<file path="src/rtl/fifo_write_arbiter_if.sv">
// Write-port bundle between NUM_REQ producers, the arbiter and a stream FIFO.
interface fifo_write_arbiter_if #(
    parameter int unsigned NUM_REQ        = 4,
    parameter int unsigned DATA_BIT_WIDTH = 32
);
    logic [NUM_REQ*DATA_BIT_WIDTH-1:0] req_data;
    logic [NUM_REQ-1:0]                req_valid;
    logic [NUM_REQ-1:0]                req_last;
    logic [NUM_REQ-1:0]                req_ready;
    logic [DATA_BIT_WIDTH-1:0]         fifo_data;
    logic                              fifo_valid;
    logic                              fifo_ready;

    // Arbiter side
    modport master (
        input  req_data, req_valid, req_last, fifo_ready,
        output req_ready, fifo_data, fifo_valid
    );

    // Producer/FIFO side
    modport slave (
        output req_data, req_valid, req_last, fifo_ready,
        input  req_ready, fifo_data, fifo_valid
    );
endinterface

</file>
<file path="src/rtl/fifo_write_arbiter.sv">
// Round-robin burst arbiter sharing one FIFO write port among NUM_REQ producers.
// Control only: the grantee's beat is passed straight through to the FIFO.
module fifo_write_arbiter #(
    parameter int unsigned NUM_REQ        = 4,
    parameter int unsigned DATA_BIT_WIDTH = 32,
    parameter int unsigned MAX_BURST      = 8,
    parameter int unsigned ID_BIT_WIDTH   = $clog2(NUM_REQ),
    parameter int unsigned CNT_BIT_WIDTH  = $clog2(MAX_BURST + 1)
) (
    input  logic                     clk,
    input  logic                     rst,
    fifo_write_arbiter_if.master     bus,
    output logic                     grant_active,
    output logic [ID_BIT_WIDTH-1:0]  grant_id,
    output logic [CNT_BIT_WIDTH-1:0] beat_count
);

    typedef enum logic {IDLE, GRANT} state_t;

    state_t                    state;
    logic [ID_BIT_WIDTH-1:0]   last_id;
    logic [ID_BIT_WIDTH-1:0]   choice;
    logic [ID_BIT_WIDTH-1:0]   cand;
    logic                      found;
    logic                      accept;
    logic                      release_grant;
    logic [DATA_BIT_WIDTH-1:0] slice [NUM_REQ];

    for (genvar i = 0; i < NUM_REQ; i++) begin : g_slice
        assign slice[i] = bus.req_data[i*DATA_BIT_WIDTH +: DATA_BIT_WIDTH];
    end

    // First valid requester after the previous grantee, wrapping around
    always_comb begin
        choice = last_id;
        cand   = '0;
        found  = 1'b0;
        for (int unsigned k = 1; k <= NUM_REQ; k++) begin
            cand = ID_BIT_WIDTH'((32'(last_id) + k) % NUM_REQ);
            if (!found && bus.req_valid[cand]) begin
                choice = cand;
                found  = 1'b1;
            end
        end
    end

    assign grant_active  = (state == GRANT);
    assign accept        = grant_active && bus.req_valid[grant_id] && bus.fifo_ready;
    assign release_grant = accept &&
                           (bus.req_last[grant_id] ||
                            (beat_count == CNT_BIT_WIDTH'(MAX_BURST - 1)));

    // fifo_ready only steers req_ready, never fifo_valid
    always_comb begin
        bus.req_ready  = '0;
        bus.fifo_valid = 1'b0;
        bus.fifo_data  = '0;
        if (grant_active) begin
            bus.fifo_valid          = bus.req_valid[grant_id];
            bus.fifo_data           = slice[grant_id];
            bus.req_ready[grant_id] = bus.fifo_ready;
        end
    end

    always_ff @(posedge clk or posedge rst) begin
        if (rst) begin
            state      <= IDLE;
            grant_id   <= '0;
            last_id    <= ID_BIT_WIDTH'(NUM_REQ - 1);
            beat_count <= '0;
        end else begin
            case (state)
                IDLE: begin
                    if (|bus.req_valid) begin
                        grant_id   <= choice;
                        beat_count <= '0;
                        state      <= GRANT;
                    end
                end
                GRANT: begin
                    if (release_grant) begin
                        last_id    <= grant_id;
                        beat_count <= '0;
                        state      <= IDLE;
                    end else if (accept) begin
                        beat_count <= beat_count + CNT_BIT_WIDTH'(1);
                    end
                end
                default: state <= IDLE;
            endcase
        end
    end

endmodule
</file>
<file path="src/flat_wrapper.sv">
// flat-port wrapper written by rule: the top's interface ports become plain ports
module fifo_write_arbiter_flat 
#(
    parameter int unsigned NUM_REQ        = 4,
    parameter int unsigned DATA_BIT_WIDTH = 32,
    parameter int unsigned MAX_BURST      = 8,
    parameter int unsigned ID_BIT_WIDTH   = $clog2(NUM_REQ),
    parameter int unsigned CNT_BIT_WIDTH  = $clog2(MAX_BURST + 1)
)
  (clk, rst, grant_active, grant_id, beat_count, bus_req_data, bus_req_valid, bus_req_last, bus_fifo_ready, bus_req_ready, bus_fifo_data, bus_fifo_valid);
  fifo_write_arbiter_if #(.NUM_REQ(NUM_REQ), .DATA_BIT_WIDTH(DATA_BIT_WIDTH)) bus_i ();
  input  logic clk;
  input  logic rst;
  output logic grant_active;
  output logic [ID_BIT_WIDTH-1:0] grant_id;
  output logic [CNT_BIT_WIDTH-1:0] beat_count;
  input wire logic [$bits(bus_i.req_data)-1:0] bus_req_data;
  input wire logic [$bits(bus_i.req_valid)-1:0] bus_req_valid;
  input wire logic [$bits(bus_i.req_last)-1:0] bus_req_last;
  input wire logic [$bits(bus_i.fifo_ready)-1:0] bus_fifo_ready;
  output wire logic [$bits(bus_i.req_ready)-1:0] bus_req_ready;
  output wire logic [$bits(bus_i.fifo_data)-1:0] bus_fifo_data;
  output wire logic [$bits(bus_i.fifo_valid)-1:0] bus_fifo_valid;
  assign bus_i.req_data = bus_req_data;
  assign bus_i.req_valid = bus_req_valid;
  assign bus_i.req_last = bus_req_last;
  assign bus_i.fifo_ready = bus_fifo_ready;
  assign bus_req_ready = bus_i.req_ready;
  assign bus_fifo_data = bus_i.fifo_data;
  assign bus_fifo_valid = bus_i.fifo_valid;
  fifo_write_arbiter #(.NUM_REQ(NUM_REQ), .DATA_BIT_WIDTH(DATA_BIT_WIDTH), .MAX_BURST(MAX_BURST), .ID_BIT_WIDTH(ID_BIT_WIDTH), .CNT_BIT_WIDTH(CNT_BIT_WIDTH)) u_core (.clk(clk), .rst(rst), .bus(bus_i), .grant_active(grant_active), .grant_id(grant_id), .beat_count(beat_count));
endmodule
</file>
<file path="config.mk">
export PLATFORM = sky130hd
export DESIGN_NAME = fifo_write_arbiter_flat
export DESIGN_NICKNAME = d
export VERILOG_FILES = /design/src/rtl/fifo_write_arbiter_if.sv /design/src/rtl/fifo_write_arbiter.sv /design/src/flat_wrapper.sv
export SDC_FILE = /design/constraint.sdc
export NUM_CORES = 1
export LEC_CHECK = 0
export ABC_AREA = 1
export CORE_ASPECT_RATIO = 2
export CORE_MARGIN = 3
export CORE_UTILIZATION = 28
export CTS_CLUSTER_SIZE = 16
export DETAILED_ROUTE_END_ITERATION = 8
export GPL_TIMING_DRIVEN = 1
export PLACE_DENSITY = 0.85
export SETUP_SLACK_MARGIN = 0.4
export SLEW_MARGIN = 10
export SYNTH_ARGS = -nofsm -noshare
export SYNTH_HDL_FRONTEND = slang
export SYNTH_SLANG_ARGS = --single-unit
</file>
<file path="constraint.sdc">
create_clock -name clk -period 1.62 [get_ports clk]
set_input_delay 0.324 -clock clk [delete_from_list [all_inputs] [get_ports clk]]
set_output_delay 0.324 -clock clk [all_outputs]
set_load 0.02 [all_outputs]
</file>
==> results.md, run 1 <==
Timing:
- The worst setup endpoint after the global-route repair_timing is bus_fifo_data[15].
- After the last repair the worst path ends at a primary output.

Placed design:
- The post-DP HPWL is 8.028 mm.
- Port buffering added 182 buffers.
- The number of cells after detailed placement is 517.
- The global placer's final weighted congestion is 0.8601.

GRT:
- Entering global routing, the biggest net connects 18 pins.

Clock tree:
- The count of hold-fix buffers inserted at cts is 0.
- Clock tree synthesis inserted a total of 3 buffers.
- Counting along the longest clock path gives a buffer depth of 2.
- In this run the number of H-tree levels came out at 1.
- The cell at the root of the clock tree is sky130_fd_sc_hd__clkbuf_8.
- The number of sinks on the clock net is 9.

Floorplan:
- The floorplan has 38 rows.
- The I/O pin count is 183.
- The effective utilization at floorplan is 0.2902.
- The die boundary height is 112.5 um.
- The die is 59.23 um wide.

Yosys:
- The synthesized area divided by synthesized cell count is 5.987 um^2.
- The total of warnings raised by yosys is 0.
- The net count after synthesis is 405.
- Synthesis produced a netlist whose cell count is 265.
- The number of register bits inferred by synthesis is 9.
- The share of synthesized area occupied by flip-flops and latches is 0.1435.
- The count of cell types in the netlist is 30.
- The synthesized cell area is 1587 um^2.

Run status:
- The first error in the log reads "[ERROR DPL-0038] Utilization greater than 100%, impossible to legalize".
- It got as far as global routing (5_1_grt) and failed there.
- The run stopped with a tool error.
## through the flow
step | setup TNS, ps | worst slack (ps) | hold slack, ps | instance area (um^2)
after floorplan | 0 | 37.20 | 150.3 | 2136
after global placement | -16540 | -453.2 | 495.6 | 4234
after detailed placement | -18270 | -518.4 | 504.7 | 4234
after CTS | -10420 | -345.0 | 375.2 | 4902
## cells by family after synthesis
logic type	Yosys count	share of synthesized area
compound gates	77	0.3367
xor+xnor	3	0.01656
fa+ha+maj	1	0.007885
buf+inv	31	0.09779
flops	9	0.1435
simple gates	144	0.3975
## cells in the mapped netlist, drive strengths merged
| master | number | share of area |
|---|---|---|
| dfstp | 2 | 0.033 |
| clkbuf | 3 | 0.0071 |
| o21ai | 8 | 0.042 |
| nand2 | 124 | 0.31 |
| nor2 | 8 | 0.050 |
| nand4 | 2 | 0.0079 |
| buf | 15 | 0.057 |
| clkinv | 1 | 0.0024 |
| inv | 12 | 0.032 |
| nor3 | 3 | 0.0095 |
| xor2 | 3 | 0.017 |
| o211ai | 1 | 0.0047 |
| ha | 1 | 0.0079 |
| dfrtp | 7 | 0.11 |
| a31oi | 32 | 0.13 |
| nand3 | 7 | 0.022 |
| a21oi | 4 | 0.013 |
| a22oi | 32 | 0.15 |
## what timing repair did
action / in CTS
cloned: 2
endpoints found under the setup margin: 53
resized for setup: 342
setup buffers: 29
pin swaps: 12
==> inputs of run 2 (changes only) <==
--- a/config.mk
+++ b/config.mk
@@ -6,14 +6,11 @@
 export NUM_CORES = 1
 export LEC_CHECK = 0
 export ABC_AREA = 1
-export CORE_ASPECT_RATIO = 2
 export CORE_MARGIN = 3
 export CORE_UTILIZATION = 28
-export CTS_CLUSTER_SIZE = 16
 export DETAILED_ROUTE_END_ITERATION = 8
 export GPL_TIMING_DRIVEN = 1
-export PLACE_DENSITY = 0.85
-export SETUP_SLACK_MARGIN = 0.4
+export PLACE_DENSITY_LB_ADDON = 0.15
 export SLEW_MARGIN = 10
 export SYNTH_ARGS = -nofsm -noshare
 export SYNTH_HDL_FRONTEND = slang
==> run 2 against run 1 <==
  * The flow now finishes, with violations (setup timing)
  * Synthesized area unchanged
  * Synthesized cell count did not move
==> results.md, run 2 <==
Run status:
- The flow ran to the end, but the final reports show violations.
- The final reports fail on setup timing.

Timing:
- The minimum period implied by the final worst setup slack is 2124 ps.
- In the post-route analysis, the smallest setup slack over all paths is -504.2 ps.
- The worst-case clock skew is 1.966 ps.
- Of the available clock period, the critical path in the final layout requires 1.311.
- After routing, the total negative slack on setup checks comes to -13390 ps.
- For the pin with the worst max-slew slack, the measured transition is 404.2 ps.
- Setup repair after global routing could not meet its margin everywhere.
- Measured against its own limit, the worst slew margin works out to 0.7306.
- Static timing analysis puts the maximum clock frequency at 470.8 MHz.
- The max-slew violation total from the final report is 0.
- The count of final hold-check violations is 0.
- The total setup violations reported at the end of the flow is 45.

Yosys:
- The synthesized area divided by synthesized cell count is 5.987 um^2.
- The count of cell types in the netlist is 30.
- In the synthesized netlist, the number of instances is 265.
- By area the synthesized netlist is led by sky130_fd_sc_hd__nand2_1 28%, sky130_fd_sc_hd__a22oi_1 15%, sky130_fd_sc_hd__a31oi_1 13%.
- Among all cell types in the netlist, the one instantiated most often is sky130_fd_sc_hd__nand2_1.
- Yosys mapped a number of flops with a built-in enable equal to 0.
- The share of synthesized area occupied by flip-flops and latches is 0.1435.
- The fraction of post-synthesis cell area in the top cell type by area is 0.2768.
- The number of nets in the synthesized netlist is 405.
- The commonest cells after synthesis are 117 x sky130_fd_sc_hd__nand2_1, 32 x sky130_fd_sc_hd__a22oi_1, 32 x sky130_fd_sc_hd__a31oi_1.
- In the synthesized netlist the dominant register cell turns out to be sky130_fd_sc_hd__dfrtp_1.
- The cell type with the largest total area after synthesis is sky130_fd_sc_hd__nand2_1.
- The share of flip-flops with an asynchronous set or reset is 1.000.
- The number of register bits inferred by synthesis is 9.
- The synthesized cell area is 1587 um^2.
- The total of warnings raised by yosys is 0.

Final layout:
- The count of non-filler cells in the finished layout is 547.
- The largest register by flop count is u_core.beat_count.
- In the layout the commonest cells are 135 x sky130_fd_sc_hd__clkdlybuf4s50_1, 94 x sky130_fd_sc_hd__nand2_1, 45 x sky130_fd_sc_hd__buf_6.
- The fraction of final layout cells sized beyond drive strength 1 is 0.4256.
- From synthesis to final layout, the design area changed by 204.9%.
- Registers take 230.2 um^2.
- The most common cell after layout, fill and taps aside is sky130_fd_sc_hd__clkdlybuf4s50_1.
- The filler cells instantiated in the layout total 212.
- The largest registers in the layout are u_core.beat_count: 4 flops, u_core.grant_id: 2 flops, u_core.last_id: 2 flops.
- The area used by multi-input combinational logic is 1951 um^2.
- The flip-flop count of the largest register, all copies and words added is 4.
- The number of nets at the end of the flow is 618.
- The number of inserted diodes is 0.

Worst setup path:
- The critical path crosses 7 cells after its start point.
- The critical-path maximum fanout is 9.
- The worst setup path is captured at an output pin.
- The worst-path cell with the longest stage delay is sky130_fd_sc_hd__dfrtp_2.
- The cell class contributing the biggest share of worst-path delay is buffers and inverters.
- Measured in cells, the most critical reg-to-reg path has a length of 13.
- Data on the critical path arrives at its endpoint at 1800 ps.
- The most numerous cell type found on the critical path is sky130_fd_sc_hd__buf_6.
- The signal on the critical path passes through buf_6 -> buf_6 -> nor2_8 -> buf_12 -> a22oi_2 -> a31oi_4 -> buf_6.
- In this run the register-to-register setup slack is -240 ps.
- The type of origin of the critical path is a register.
- The data required time at the worst endpoint is 1300 ps.
- The sum of buffers and inverters on the critical path is 4.
- The kind of critical path is reg2out.
- For this run, the slowest stage of the critical path takes 410 ps.

Clock tree:
- The number of buffers on the longest clock path is 2.
- The TritonCTS clock tree is done.
- CTS placed an instance of sky130_fd_sc_hd__clkbuf_8 at the clock tree root.
- Buffers inserted to repair hold after CTS numbered 0.
- In this run the number of H-tree levels came out at 1.
- Counting every sink on the clock net gives 9.
- The later pin in the worst-skew pair is clocked with a latency of 240 ps.
- Buffers inserted during clock tree synthesis total 3.
- After clock tree synthesis, the clock-pin slew on the worst setup and hold paths is 50 ps.

Floorplan:
- In this run the count of I/O pins placed on the die edge is 183.
- Row generation in the floorplan step produced 26 rows.
- The full die area is 6606 um^2.
- The die is 81.28 um wide.
- The standard cell core area is 5303 um^2.
- For this configuration, the core starts out at a cell density of 0.2992.
- The die boundary height is 81.28 um.

Detailed routing:
- After detailed routing, the number of remaining DRC violations is 0.
- Dividing the detail-routed via count by the number of cells gives 5.993.
- The count of routing violations after the opening detailed-route iteration is 215.
- The routed layout has 3278 vias.
- In the detailed route, the total length drawn on met3 is 1.754 mm.
- The average detailed-routed wire length per instance is 25.88 um.
- The first TritonRoute pass finished after 5 iterations.
- The total routed wirelength is 14.16 mm.
- The length of routed wiring on met1 is 4.405 mm.
- The total length of routed met2 wires is 6.877 mm.
- After detailed routing, no signal wire sits above met4.
- The count of nets left with antenna violations after detail routing is 0.

GRT:
- The number of antenna violations at the first check in global routing is 0.
- Entering global routing, the biggest net connects 23 pins.
- The via count of the first global-routing pass came to 3089.
- The global router's overall resource usage is 0.3287.
- The first global-routing pass estimated 16.61 mm of wire.
- The overall overflow remaining after global route is 0.

Power and ir drop:
- The cell leakage power is 1.878 nW.
- The largest voltage drop on the vdd net is 1330 uV.
- The power density over cell area is 1890 nW/um^2.
- Cell internal power was estimated by the tool at 0.004477 W.
- Of the total power, the clock network draws 0.031.
- The net switching component of the power is 0.004667 W.
- Of the total power, the share spent switching nets is 0.5104.
- The part of the power in registers is 0.055.
- The combinational share of power is 0.914.

Placed design:
- The number of cells after detailed placement is 526.
- The port buffer count is 182.
- The post-DP HPWL is 7.754 mm.
- The global placer's final weighted congestion is 0.7883.

Run:
- Across the run, the number of max-cap violations was 0.

Min path:
- The tightest min-delay check is of the in2async type.
## run 2: final timing paths
path                                               endpoint                      startpoint
setup / recovery                          bus_fifo_data[19]  u_core.grant_id[1]$_DFFE_PP0P_
hold / removal                u_core.grant_active$_DFF_PP0_                             rst
setup reg to reg           u_core.beat_count[0]$_DFFE_PP0P_  u_core.grant_id[1]$_DFFE_PP0P_
hold reg to reg               u_core.last_id[1]$_DFFE_PP1P_   u_core.last_id[1]$_DFFE_PP1P_
max in group asynchronous     u_core.last_id[1]$_DFFE_PP1P_                             rst
min in group clk              u_core.last_id[1]$_DFFE_PP1P_   u_core.last_id[1]$_DFFE_PP1P_
## run 2: kinds of logic (layout without fill, tap and decap cells)
family                     after synthesis  in the layout  synth area share
and+or+nand+nor                        144            144            0.3975
xor gates and xnor gates                 3              3           0.01656
AOI/OAI and AO/OA                       77             77            0.3367
DFF                                      9              9            0.1435
buffers and inverters                   31            243           0.09779
adders and majority gates                1              1          0.007885
## run 2: metrics by stage
step	setup WS [ps]	hold WS [ps]	utilization	total power [W]	area [um^2]
after global placement	-469.1	496.7	0.7881	0.006806	4179
final	-504.2	370.1	0.9122	0.009145	4837
after detailed placement	-507.8	498.9	0.7881	0.006941	4179
after CTS	-344.7	374.0	0.8698	0.008254	4612
after global routing	-582.1	403.6	0.9122	0.009466	4837
after floorplan	12.90	150.4	-	0.004289	2054
## run 2: worst reg2reg max path, cell delays in order (launching register included)
cell,delay [ps]
sky130_fd_sc_hd__dfrtp_2,410
sky130_fd_sc_hd__buf_6,130
sky130_fd_sc_hd__buf_4,130
sky130_fd_sc_hd__nand2_4,100
sky130_fd_sc_hd__inv_8,60
sky130_fd_sc_hd__buf_12,130
sky130_fd_sc_hd__nand2_4,60
sky130_fd_sc_hd__nand2_4,50
sky130_fd_sc_hd__nor2_4,130
sky130_fd_sc_hd__buf_6,140
sky130_fd_sc_hd__nor2_4,40
sky130_fd_sc_hd__o21ai_4,100
sky130_fd_sc_hd__nand2_2,130
sky130_fd_sc_hd__o21ai_2,160
## run 2: what timing repair did
action / 4_1_cts / 5_1_grt
pin swaps: 10 / 20
setup buffers: 7 / 5
setup endpoints to repair: 49 / 48
hold endpoints to repair: 0 / 0
gates resized for setup: 282 / 47
gates cloned: 3 / 2
## run 2: layout make-up
class | instances | share of cell area
Inverter | 13 | 0.01345
Clock buffer | 4 | 0.009312
Timing Repair Buffer | 226 | 0.5083
Multi-Input combinational cell | 225 | 0.4033
Sequential cell | 9 | 0.04759
Tap cell | 70 | 0.01811
## run 2: power groups by stage
stage,registers [W],clock network [W],logic (W)
after floorplan,0.000497,0,0.00379
after global placement,0.000522,0,0.00628
after detailed placement,0.000536,0,0.00641
after CTS,0.000486,0.000260,0.00751
after global routing,0.000518,0.000293,0.00866
final,0.000501,0.000282,0.00836
## run 2: layer usage
layer,GRT usage,vias up
met5,0,-
met4,0.1385,0
met3,0.09313,114
met2,0.6148,294
met1,0.3375,1510
li1,-,1360
No activity file was read; power rests on OpenSTA's default activity.
==> inputs of run 3 (changes only) <==
--- a/config.mk
+++ b/config.mk
@@ -10,6 +10,7 @@
 export CORE_UTILIZATION = 28
 export DETAILED_ROUTE_END_ITERATION = 8
 export GPL_TIMING_DRIVEN = 1
+export HOLD_SLACK_MARGIN = 0.08
 export PLACE_DENSITY_LB_ADDON = 0.15
 export SLEW_MARGIN = 10
 export SYNTH_ARGS = -nofsm -noshare
==> results of run 3 <==
No change in the layout: final DEF, timing and power equal those of run 2.
